$ cat src/rtl/pim_pkg.sv
// Shared definitions for the PIM input path.
// Holds the mode encodings, the vector geometry, the input-buffer FSM state type
// and the small helpers used by the buffer and its fill bank.
package pim_pkg;

    // PIM operating modes
    localparam logic [2:0] PIM_READ     = 3'b001;
    localparam logic [2:0] PIM_PARALLEL = 3'b101;
    localparam logic [2:0] PIM_RBR      = 3'b110;

    // Vector geometry: 32 words of 32 bits, word 0 is the MSB word
    localparam int unsigned PIM_WORDS  = 32;
    localparam int unsigned PIM_WORD_W = 32;
    localparam int unsigned PIM_VEC_W  = PIM_WORDS * PIM_WORD_W;
    localparam int unsigned PIM_IDX_W  = $clog2(PIM_WORDS);
    localparam int unsigned PIM_LVL_W  = $clog2(PIM_WORDS) + 1;

    // Input-buffer FSM
    typedef enum logic [1:0] {
        StEmpty,
        StFilling,
        StFull
    } pim_buf_state_e;

    // Number of set bits in a word-valid mask
    function automatic logic [PIM_LVL_W-1:0] popcount(input logic [PIM_WORDS-1:0] mask);
        logic [PIM_LVL_W-1:0] cnt;
        cnt = '0;
        for (int i = 0; i < PIM_WORDS; i++) begin
            cnt = cnt + PIM_LVL_W'(mask[i]);
        end
        return cnt;
    endfunction

    // Modes in which the buffer accepts word stores
    function automatic logic mode_is_store(input logic [2:0] mode);
        return (mode == PIM_PARALLEL) || (mode == PIM_RBR);
    endfunction

endpackage

$ cat src/rtl/input_buffer_bank.sv
// Fill bank for the PIM input buffer.
// Stores up to 32 words, keeps a per-word written mask and reports how many
// distinct words have been written.
// Ports:
//   clk_i, rst_i   clock, synchronous active-high reset (clears the mask only)
//   clear_i        drop all written-word marks (flush or hand-off to shadow)
//   wr_en_i        write wr_data_i into word wr_idx_i and mark it written
//   wr_idx_i       word index, 0 = MSB word of data_o
//   wr_data_i      word to write
//   data_o         assembled vector, word i at bits [VEC_W-1-32*i -: 32]
//   mask_o         per-word written flags, bit i = word i
//   fill_level_o   population count of mask_o
module input_buffer_bank
    import pim_pkg::*;
(
    input  logic                  clk_i,
    input  logic                  rst_i,
    input  logic                  clear_i,
    input  logic                  wr_en_i,
    input  logic [PIM_IDX_W-1:0]  wr_idx_i,
    input  logic [PIM_WORD_W-1:0] wr_data_i,
    output logic [PIM_VEC_W-1:0]  data_o,
    output logic [PIM_WORDS-1:0]  mask_o,
    output logic [PIM_LVL_W-1:0]  fill_level_o
);

    logic [PIM_WORD_W-1:0] word_q [PIM_WORDS];
    logic [PIM_WORDS-1:0]  mask_q;
    logic [PIM_WORDS-1:0]  mask_d;

    // Word storage needs no reset: a vector is only handed off once every word
    // has been rewritten since the last clear.
    always_ff @(posedge clk_i) begin
        if (wr_en_i) begin
            word_q[wr_idx_i] <= wr_data_i;
        end
    end

    always_comb begin
        mask_d = mask_q;
        if (clear_i) begin
            mask_d = '0;
        end else if (wr_en_i) begin
            mask_d[wr_idx_i] = 1'b1;
        end
    end

    always_ff @(posedge clk_i) begin
        if (rst_i) begin
            mask_q <= '0;
        end else begin
            mask_q <= mask_d;
        end
    end

    for (genvar w = 0; w < PIM_WORDS; w++) begin : g_word
        assign data_o[PIM_VEC_W-1-w*PIM_WORD_W -: PIM_WORD_W] = word_q[w];
    end

    assign mask_o       = mask_q;
    assign fill_level_o = popcount(mask_q);

endmodule

$ cat src/rtl/pim_input_buffer.sv
// PIM input buffer.
// Collects 32 words into a fill bank, then copies the complete vector into a
// shadow register that is presented to the PIM array with a valid/ready
// handshake. The fill bank can refill while the shadow is waiting.
// Ports:
//   clk_i, rst_i         clock, synchronous active-high reset
//   pim_mode_i           current PIM mode; stores accepted in PARALLEL or RBR only
//   store_en_i           word store request
//   store_cnt_i          down-counting word counter, word index = 31 - store_cnt_i
//   store_data_i         word to store
//   store_ready_o        a store can be accepted this cycle (fill bank not full)
//   flush_i              discard fill bank, pending vector and overflow flag
//   pim_input_o          vector from the shadow register
//   pim_input_valid_o    pim_input_o holds a complete vector
//   pim_input_ready_i    PIM array consumes the vector
//   fill_level_o         distinct words written into the fill bank
//   overflow_o           sticky: a store was dropped while the bank was full
module pim_input_buffer
    import pim_pkg::*;
(
    input  logic                  clk_i,
    input  logic                  rst_i,
    input  logic [2:0]            pim_mode_i,
    input  logic                  store_en_i,
    input  logic [PIM_IDX_W-1:0]  store_cnt_i,
    input  logic [PIM_WORD_W-1:0] store_data_i,
    output logic                  store_ready_o,
    input  logic                  flush_i,
    output logic [PIM_VEC_W-1:0]  pim_input_o,
    output logic                  pim_input_valid_o,
    input  logic                  pim_input_ready_i,
    output logic [PIM_LVL_W-1:0]  fill_level_o,
    output logic                  overflow_o
);

    pim_buf_state_e        state_q, state_d;
    logic                  valid_q, valid_d;
    logic                  overflow_q, overflow_d;
    logic [PIM_VEC_W-1:0]  shadow_q, shadow_d;

    logic                  mode_ok;
    logic                  accept;
    logic                  drop;
    logic                  transfer;
    logic                  completes;
    logic [PIM_IDX_W-1:0]  word_idx;
    logic [PIM_VEC_W-1:0]  bank_data;
    logic [PIM_WORDS-1:0]  bank_mask;
    logic [PIM_LVL_W-1:0]  bank_level;

    assign word_idx      = PIM_IDX_W'(PIM_WORDS - 1) - store_cnt_i;
    assign mode_ok       = mode_is_store(pim_mode_i);
    assign store_ready_o = (state_q != StFull);

    // Flush outranks everything, so a store in a flush cycle is not written.
    assign accept = store_en_i && store_ready_o && mode_ok && !flush_i;
    assign drop   = store_en_i && !store_ready_o && mode_ok;

    // Last missing word arriving: the bank becomes full at this edge.
    assign completes = accept && !bank_mask[word_idx] &&
                       (bank_level == PIM_LVL_W'(PIM_WORDS - 1));

    // Hand the full bank to the shadow when the shadow is free or being consumed.
    assign transfer = (state_q == StFull) && (!valid_q || pim_input_ready_i) && !flush_i;

    input_buffer_bank u_bank (
        .clk_i        (clk_i),
        .rst_i        (rst_i),
        .clear_i      (flush_i || transfer),
        .wr_en_i      (accept),
        .wr_idx_i     (word_idx),
        .wr_data_i    (store_data_i),
        .data_o       (bank_data),
        .mask_o       (bank_mask),
        .fill_level_o (bank_level)
    );

    always_comb begin
        state_d = state_q;
        if (flush_i) begin
            state_d = StEmpty;
        end else begin
            case (state_q)
                StEmpty:   if (accept)    state_d = StFilling;
                StFilling: if (completes) state_d = StFull;
                StFull:    if (transfer)  state_d = StEmpty;
                default:                  state_d = StEmpty;
            endcase
        end
    end

    always_comb begin
        shadow_d   = shadow_q;
        valid_d    = valid_q;
        overflow_d = overflow_q || drop;
        if (flush_i) begin
            valid_d    = 1'b0;
            overflow_d = 1'b0;
        end else if (transfer) begin
            // A reload on the consuming edge keeps valid high back-to-back.
            shadow_d = bank_data;
            valid_d  = 1'b1;
        end else if (valid_q && pim_input_ready_i) begin
            valid_d = 1'b0;
        end
    end

    always_ff @(posedge clk_i) begin
        if (rst_i) begin
            state_q    <= StEmpty;
            valid_q    <= 1'b0;
            overflow_q <= 1'b0;
            shadow_q   <= '0;
        end else begin
            state_q    <= state_d;
            valid_q    <= valid_d;
            overflow_q <= overflow_d;
            shadow_q   <= shadow_d;
        end
    end

    assign pim_input_o       = shadow_q;
    assign pim_input_valid_o = valid_q;
    assign overflow_o        = overflow_q;
    assign fill_level_o      = bank_level;

endmodule

$ cat config.mk
export PLATFORM = sky130hd
export DESIGN_NAME = pim_input_buffer
export DESIGN_NICKNAME = d
export VERILOG_FILES = /design/src/rtl/pim_pkg.sv /design/src/rtl/input_buffer_bank.sv /design/src/rtl/pim_input_buffer.sv
export SDC_FILE = /design/constraint.sdc
export NUM_CORES = 2
export LEC_CHECK = 0
export BUFFER_PORTS_ARGS = -buffer_cell sky130_fd_sc_hd__buf_2
export CAP_MARGIN = 0
export CORE_AREA = 2 2 420 422
export CTS_CLUSTER_DIAMETER = 150
export CTS_CLUSTER_SIZE = 24
export DETAILED_ROUTE_END_ITERATION = 10
export DIE_AREA = 0 0 422 424
export HOLD_SLACK_MARGIN = 0.05
export PLACE_DENSITY = 0.65
export SETUP_SLACK_MARGIN = 0.5
export SLEW_MARGIN = 20
export SYNTH_ARGS = -nofsm -noshare
export SYNTH_HDL_FRONTEND = slang
export SYNTH_HIERARCHICAL = 1
export SYNTH_SLANG_ARGS = --single-unit
$ cat constraint.sdc
create_clock -name clk_i -period 5.25 [get_ports clk_i]
set_input_delay 0.2625 -clock clk_i [delete_from_list [all_inputs] [get_ports clk_i]]
set_output_delay 0.2625 -clock clk_i [all_outputs]
set_load 0.01 [all_outputs]
Word-level counts from Yosys, hierarchy flattened:

Memories as Yosys holds them, arrays and structs flattened. A register that Yosys moved wholly into a read port is not among the register bits.
Cells that the tools add are included.

* logic and storage cells: 87
* memories kept: 1
* RAM bits: 1024
* input bits: 45
* flip-flop bits (word level): 36

* reductions and logical operators: 25
* magnitude comparators: 2
* bitwise gates (word level): 2
* equal/unequal tests: 9
* $add $sub $neg: 32
* mux-type cells: 12

Memories
* u_bank.word_q: depth 32, width 32, read ports 32, clocked after memory_dff 32, write ports 1, RTL line input_buffer_bank.sv:27 `logic [PIM_WORD_W-1:0] word_q [PIM_WORDS];`

Operators with widths (number)
* adder 6 x 1 -> 6 bit: 30
* OR 32 bit: 1
* logical AND 1 bit: 11
* inequality test 2 bit (second input constant): 4
* == test 3 bit (second input constant): 2
* == test 6 x 5 -> 1 bit (second input constant): 1
* less-than comparator 5 x 6 -> 1 bit (second input constant): 1
* two-way mux 1 bit: 6
* two-way mux 2 bit: 3
* case mux 2 bit (3 select lines): 1
* binary-select mux 1 bit (select 5 bit): 1
* demux 1 bit (select 5 bit): 1
* >= comparator 5 x 1 -> 1 bit (second input constant): 1
* subtractor 5 bit (first input constant): 1
* logical NOT 1 bit: 4
* logical OR 1 bit: 4
* OR reduction 2 bit: 2
* AND reduction 3 bit: 1
* adder 1 x 1 -> 2 bit: 1
* == test 2 x 1 -> 1 bit (second input constant): 1
* == test 2 bit (second input constant): 1
* logical NOT 2 bit: 1
* AND reduction 2 bit: 1
* nonzero test 2 bit: 1
* NOT 1 bit: 1

Longest topological paths before layout:

* word-level depth: 35
* depth in mapped cells: 18

Hierarchy:

Netlist, hierarchy kept.

By module, submodules not included
* pim_input_buffer: cells an instance 4510, instances 1, area an instance 35711.8 µm²
* input_buffer_bank: cells an instance 1228, instances 1, area an instance 32753.9 µm²

Worst setup path after synthesis:

Ideal clock, no wire load.

* path type: reg2reg
* start point: register u_bank.mask_q[0], in the netlist u_bank/mask_o[0]
* end point: register state_q[0]
* path slack: 15 ps
* stages on the path, launching flop included: 19
* clock period less this slack: 5235 ps
* arrival time: 5120 ps
* setup time: 115 ps
* cells stage by stage: dfxtp_1 -> inv_1 -> fa_1 -> fa_1 -> fa_1 -> fa_1 -> fa_1 -> fa_1 -> inv_1 -> ha_1 -> inv_1 -> fa_1 -> nand2b_1 -> a21oi_1 -> xor2_1 -> nand3b_1 -> nor4_1 -> nand2_1 -> o21ba_2

* word-level cells in the longest chain between the ends: 35
* elaborated cells on any way between the ends: 39
* classes of those cells: add/sub: 31; eq/ne: 2; mux: 2; reduce/logical: 4

RTL lines
* start, declared: RTL line input_buffer_bank.sv:28 `logic [PIM_WORDS-1:0] mask_q;`
* start signal, assigned: RTL line input_buffer_bank.sv:52 `mask_q <= mask_d;`
* adder 1 x 1 -> 2 bit: RTL line pim_pkg.sv:30 `cnt = cnt + PIM_LVL_W'(mask[i]);`
* adder 6 x 1 -> 6 bit (30 in a row): RTL line pim_pkg.sv:30
* via fill_level_o[4]: RTL line pim_input_buffer.sv:32 `output logic [PIM_LVL_W-1:0] fill_level_o,`
* == test 6 x 5 -> 1 bit: RTL line pim_input_buffer.sv:61 `(bank_level == PIM_LVL_W'(PIM_WORDS - 1));`
* logical AND 1 bit: RTL line pim_input_buffer.sv:60 `assign completes = accept && !bank_mask[word_idx] &&`
* inequality test 2 bit (no source line)
* AND reduction 3 bit (no source line)
* end signal, assigned: RTL line pim_input_buffer.sv:110 `state_q <= StEmpty;`
* end signal, assigned: RTL line pim_input_buffer.sv:115 `state_q <= state_d;`
* end, declared: RTL line pim_input_buffer.sv:36 `pim_buf_state_e state_q, state_d;`

The timed path passes the listed nets, and every way through them passes these cells. The select of a mux whose other input is x is not followed.
A chain may end at the register's enable or synchronous reset.

Worst setup path after layout:

* start point: register u_bank.mask_q[5], in the netlist u_bank/mask_o[5]
* end point: output fill_level_o[4]

* word-level cells in the longest chain between the ends: 27

RTL lines (RTL line)
* adder 6 x 1 -> 6 bit (27 in a row): pim_pkg.sv:30
* end, declared: pim_input_buffer.sv:32

Every way passes these cells.

==> results.json <==
{
  "status": "finished, violations left",
  "failed_checks": "setup timing",
  "synth-xor-area-share": 0.0005117,
  "synth_edf_count": 1024,
  "period_needed_ps": 5716,
  "holdCritPathClass": "input pin to flop",
  "io-pin-count": 1078,
  "whs_ps": 136.1,
  "grt_pass1_wl_microns": 302600,
  "maxCapViolCount": 0,
  "fp.dieW_microns": 422,
  "synthAdderAreaFrac": 0.008297,
  "fp-row-count": 154,
  "synth_top_cell_by_area": "edfxtp_1",
  "worstPathRequired_ps": 4990,
  "cp_max_fo": 2,
  "start_kind": "flop",
  "nNetsFinal": 6793,
  "via_per_inst": 5.160,
  "grt_max_degree": 184,
  "antenna_found_initial": 31,
  "drt_iter0_markers": 5692,
  "die_area_sq_um": 178900,
  "clk_pin_slew_worst_paths_ps": 100,
  "clock_latency_ps": 760,
  "start_util": 0.3913,
  "synth_cell_types": 37,
  "grt_pass1_vias": 43613,
  "gp_congestion": 0.8484,
  "ys_seq_area_frac": 0.7591,
  "track_usage": 0.2321,
  "synth_top_family_by_area": "simple AND/OR/NAND/NOR gates",
  "ctsLongestPathBuffers": 3,
  "hold_path_depth": 6,
  "relSlewSlack": 0.2617,
  "drc": 0,
  "detail_route.wl_per_cell_microns": 23.81,
  "synth_mux_area_frac": 0.002339,
  "syn_nets": 5814,
  "async_reset_ff_frac": 0,
  "worst_slack_ps": -465.6,
  "reg2regPathDepth": 18,
  "finalCritPeriodShare": 1.089,
  "tightestPinTransition_ps": 1104,
  "ir_worst_vdd_mv": 0.2536,
  "core_area_sq_um": 175000,
  "area_growth_pct": 16.41,
  "leakage_nw": 28.68,
  "slew_viol_final": 0,
  "final.setup_skew_ps": 58.21,
  "syn_area_sq_um": 68470,
  "grt-ovfl-total": 0,
  "cts_tree": "built",
  "cts_root_buffer": "clkbuf_16",
  "arrival_ps": 5450,
  "avgSynthCellArea_sq_um": 11.93,
  "ant_nets": 0,
  "portBuffers": 1077,
  "synthTopCellsByArea": "edfxtp_1, dfxtp_1, nand2_1",
  "fmax_mhz": 175.0,
  "yosys_warnings": 6,
  "rsz0062_at_grt": "yes",
  "via_count": 47198,
  "post_synth_and_or_nand_nor_area_fraction": 0.1191,
  "cts_buffers": 97,
  "cts_sinks": 2084,
  "power_density_nw_per_um2": 330.0,
  "hold_viol": 0,
  "tns_ps": -1805,
  "critPathKind": "flop to output pin",
  "dr.pass1.iters": 6,
  "die_h_microns": 424,
  "synthFlopType": "dfxtp_1",
  "wirelength_microns": 217800,
  "drive_gt1_frac": 0.2044,
  "synth_top_cell_area_share": 0.4491,
  "syn_inst": 5738,
  "hpwl_microns": 131400,
  "ys_seq_elements": 2084,
  "synth_compound_area_frac": 0.08004,
  "cp-end-kind": "output pin",
  "cts.htree.levels": 3,
  "setup_viol": 5
}
[stage by stage]
stage | setup slack, ps | cells | util | total power, W | area (sq um)
floorplan | 182.0 | 5738 | - | 0.01755 | 68500
global placement | -26.81 | 8935 | 0.4362 | 0.01798 | 76310
detailed placement | -53.12 | 8942 | 0.4373 | 0.01798 | 76510
CTS | -557.9 | 9128 | 0.4544 | 0.02644 | 79490
global route | -617.5 | 9140 | 0.4554 | 0.02703 | 79680
finish | -465.6 | 9147 | 0.4555 | 0.02630 | 79700
[layout make-up]
class                   count  area (sq um)
flip-flops and latches   2084         51980
clock inverters             6         118.9
diodes                     10         25.02
fillers                 16206         95260
inverters                  55         206.4
well taps                2340          2928
multi-input cells        3251         14660
repair buffers           1228          7047
clock buffers             173          2738
[state kept, by name, indices dropped and copies added, names as in the netlist]
name / cells
overflow_o: 1
pim_input_o: 1024
pim_input_valid_o: 1
state_q: 2
u_bank/mask_o: 32
u_bank/word_q: 1024
[cell families after synthesis]
logic type | Yosys count
muxes | 16
adders and majority gates | 31
AOI/OAI and AO/OA | 1073
and+or+nand+nor | 2127
xor gates and xnor gates | 4
DFF | 2084
buffers and inverters | 403
[Yosys cell counts (all sizes together), types with 4 or more instances]
cell       n
or3b       4
fa        24
nand3b     6
clkbuf   121
a21oi   1027
inv       55
nand2   2056
o21a      32
nor2      37
buf      227
dfxtp   1060
a211oi     5
a22oi      4
ha         7
nand3      9
mux2i     16
edfxtp  1024
[cells in the final DEF (no fill, tap or decap), types with 3 or more instances in the layout]
master / instances
dlygate4sd3_1: 5
fa_1: 22
edfxtp_1: 1024
or3b_4: 3
dfxtp_1: 1055
buf_16: 9
a22oi_1: 4
mux2i_1: 16
clkbuf_1: 74
dfxtp_2: 5
inv_2: 6
diode_2: 10
a21oi_1: 1025
a211oi_1: 5
nor2_4: 33
buf_6: 6
nor2_1: 3
clkbuf_16: 98
nand3_1: 9
buf_4: 112
nand2_1: 2056
nor3_1: 3
o21a_1: 32
ha_1: 6
buf_2: 1072
nand3b_1: 6
buf_12: 23
inv_1: 49
[final timing paths]
| check | from | to | slack (ps) |
|---|---|---|---|
| max | u_bank/mask_o[5] | fill_level_o[4] | -470 |
| min | store_cnt_i[2] | state_q[0] | 140 |
| max reg2reg | u_bank/mask_o[17] | state_q[0] | 100 |
| min reg2reg | pim_input_o[559] | pim_input_o[559] | 450 |
[power by group]
group / switching [W] / internal [W] / total [W]
Clock: 0.00508 / 0.00360 / 0.00869
Sequential: 0.00000487 / 0.0170 / 0.0170
Combinational: 0.000522 / 0.0000575 / 0.000579
Total: 0.00561 / 0.0207 / 0.0263
[critical path, cell delays in order, from the launching register on]
cell,delay (ps)
dfxtp_2,340
inv_1,50
fa_1,530
fa_2,590
fa_1,430
fa_1,470
fa_1,530
fa_1,440
inv_2,80
ha_4,130
inv_2,40
fa_2,340
nand2b_4,160
a21oi_4,180
xor2_2,150
buf_4,160
buf_6,100
[layer usage]
| layer | vias up | global-route usage | wire length [microns] |
|---|---|---|---|
| met5 | - | 0 | 36 |
| li1 | 21165 | - | - |
| met3 | 459 | 0.03032 | 17060 |
| met2 | 2282 | 0.3927 | 106900 |
| met1 | 23286 | 0.2889 | 80810 |
| met4 | 6 | 0.1268 | 12980 |
[repair_timing]
item / CTS / global route
setup endpoints to repair: 8 / 8
gates resized for setup: 22 / 4
hold buffers: 5 / 0
pin swaps: 10 / 11
hold endpoints to repair: 39 / 0
setup buffers: 2 / 2
Note: power is estimated with default switching activity, not from simulation.
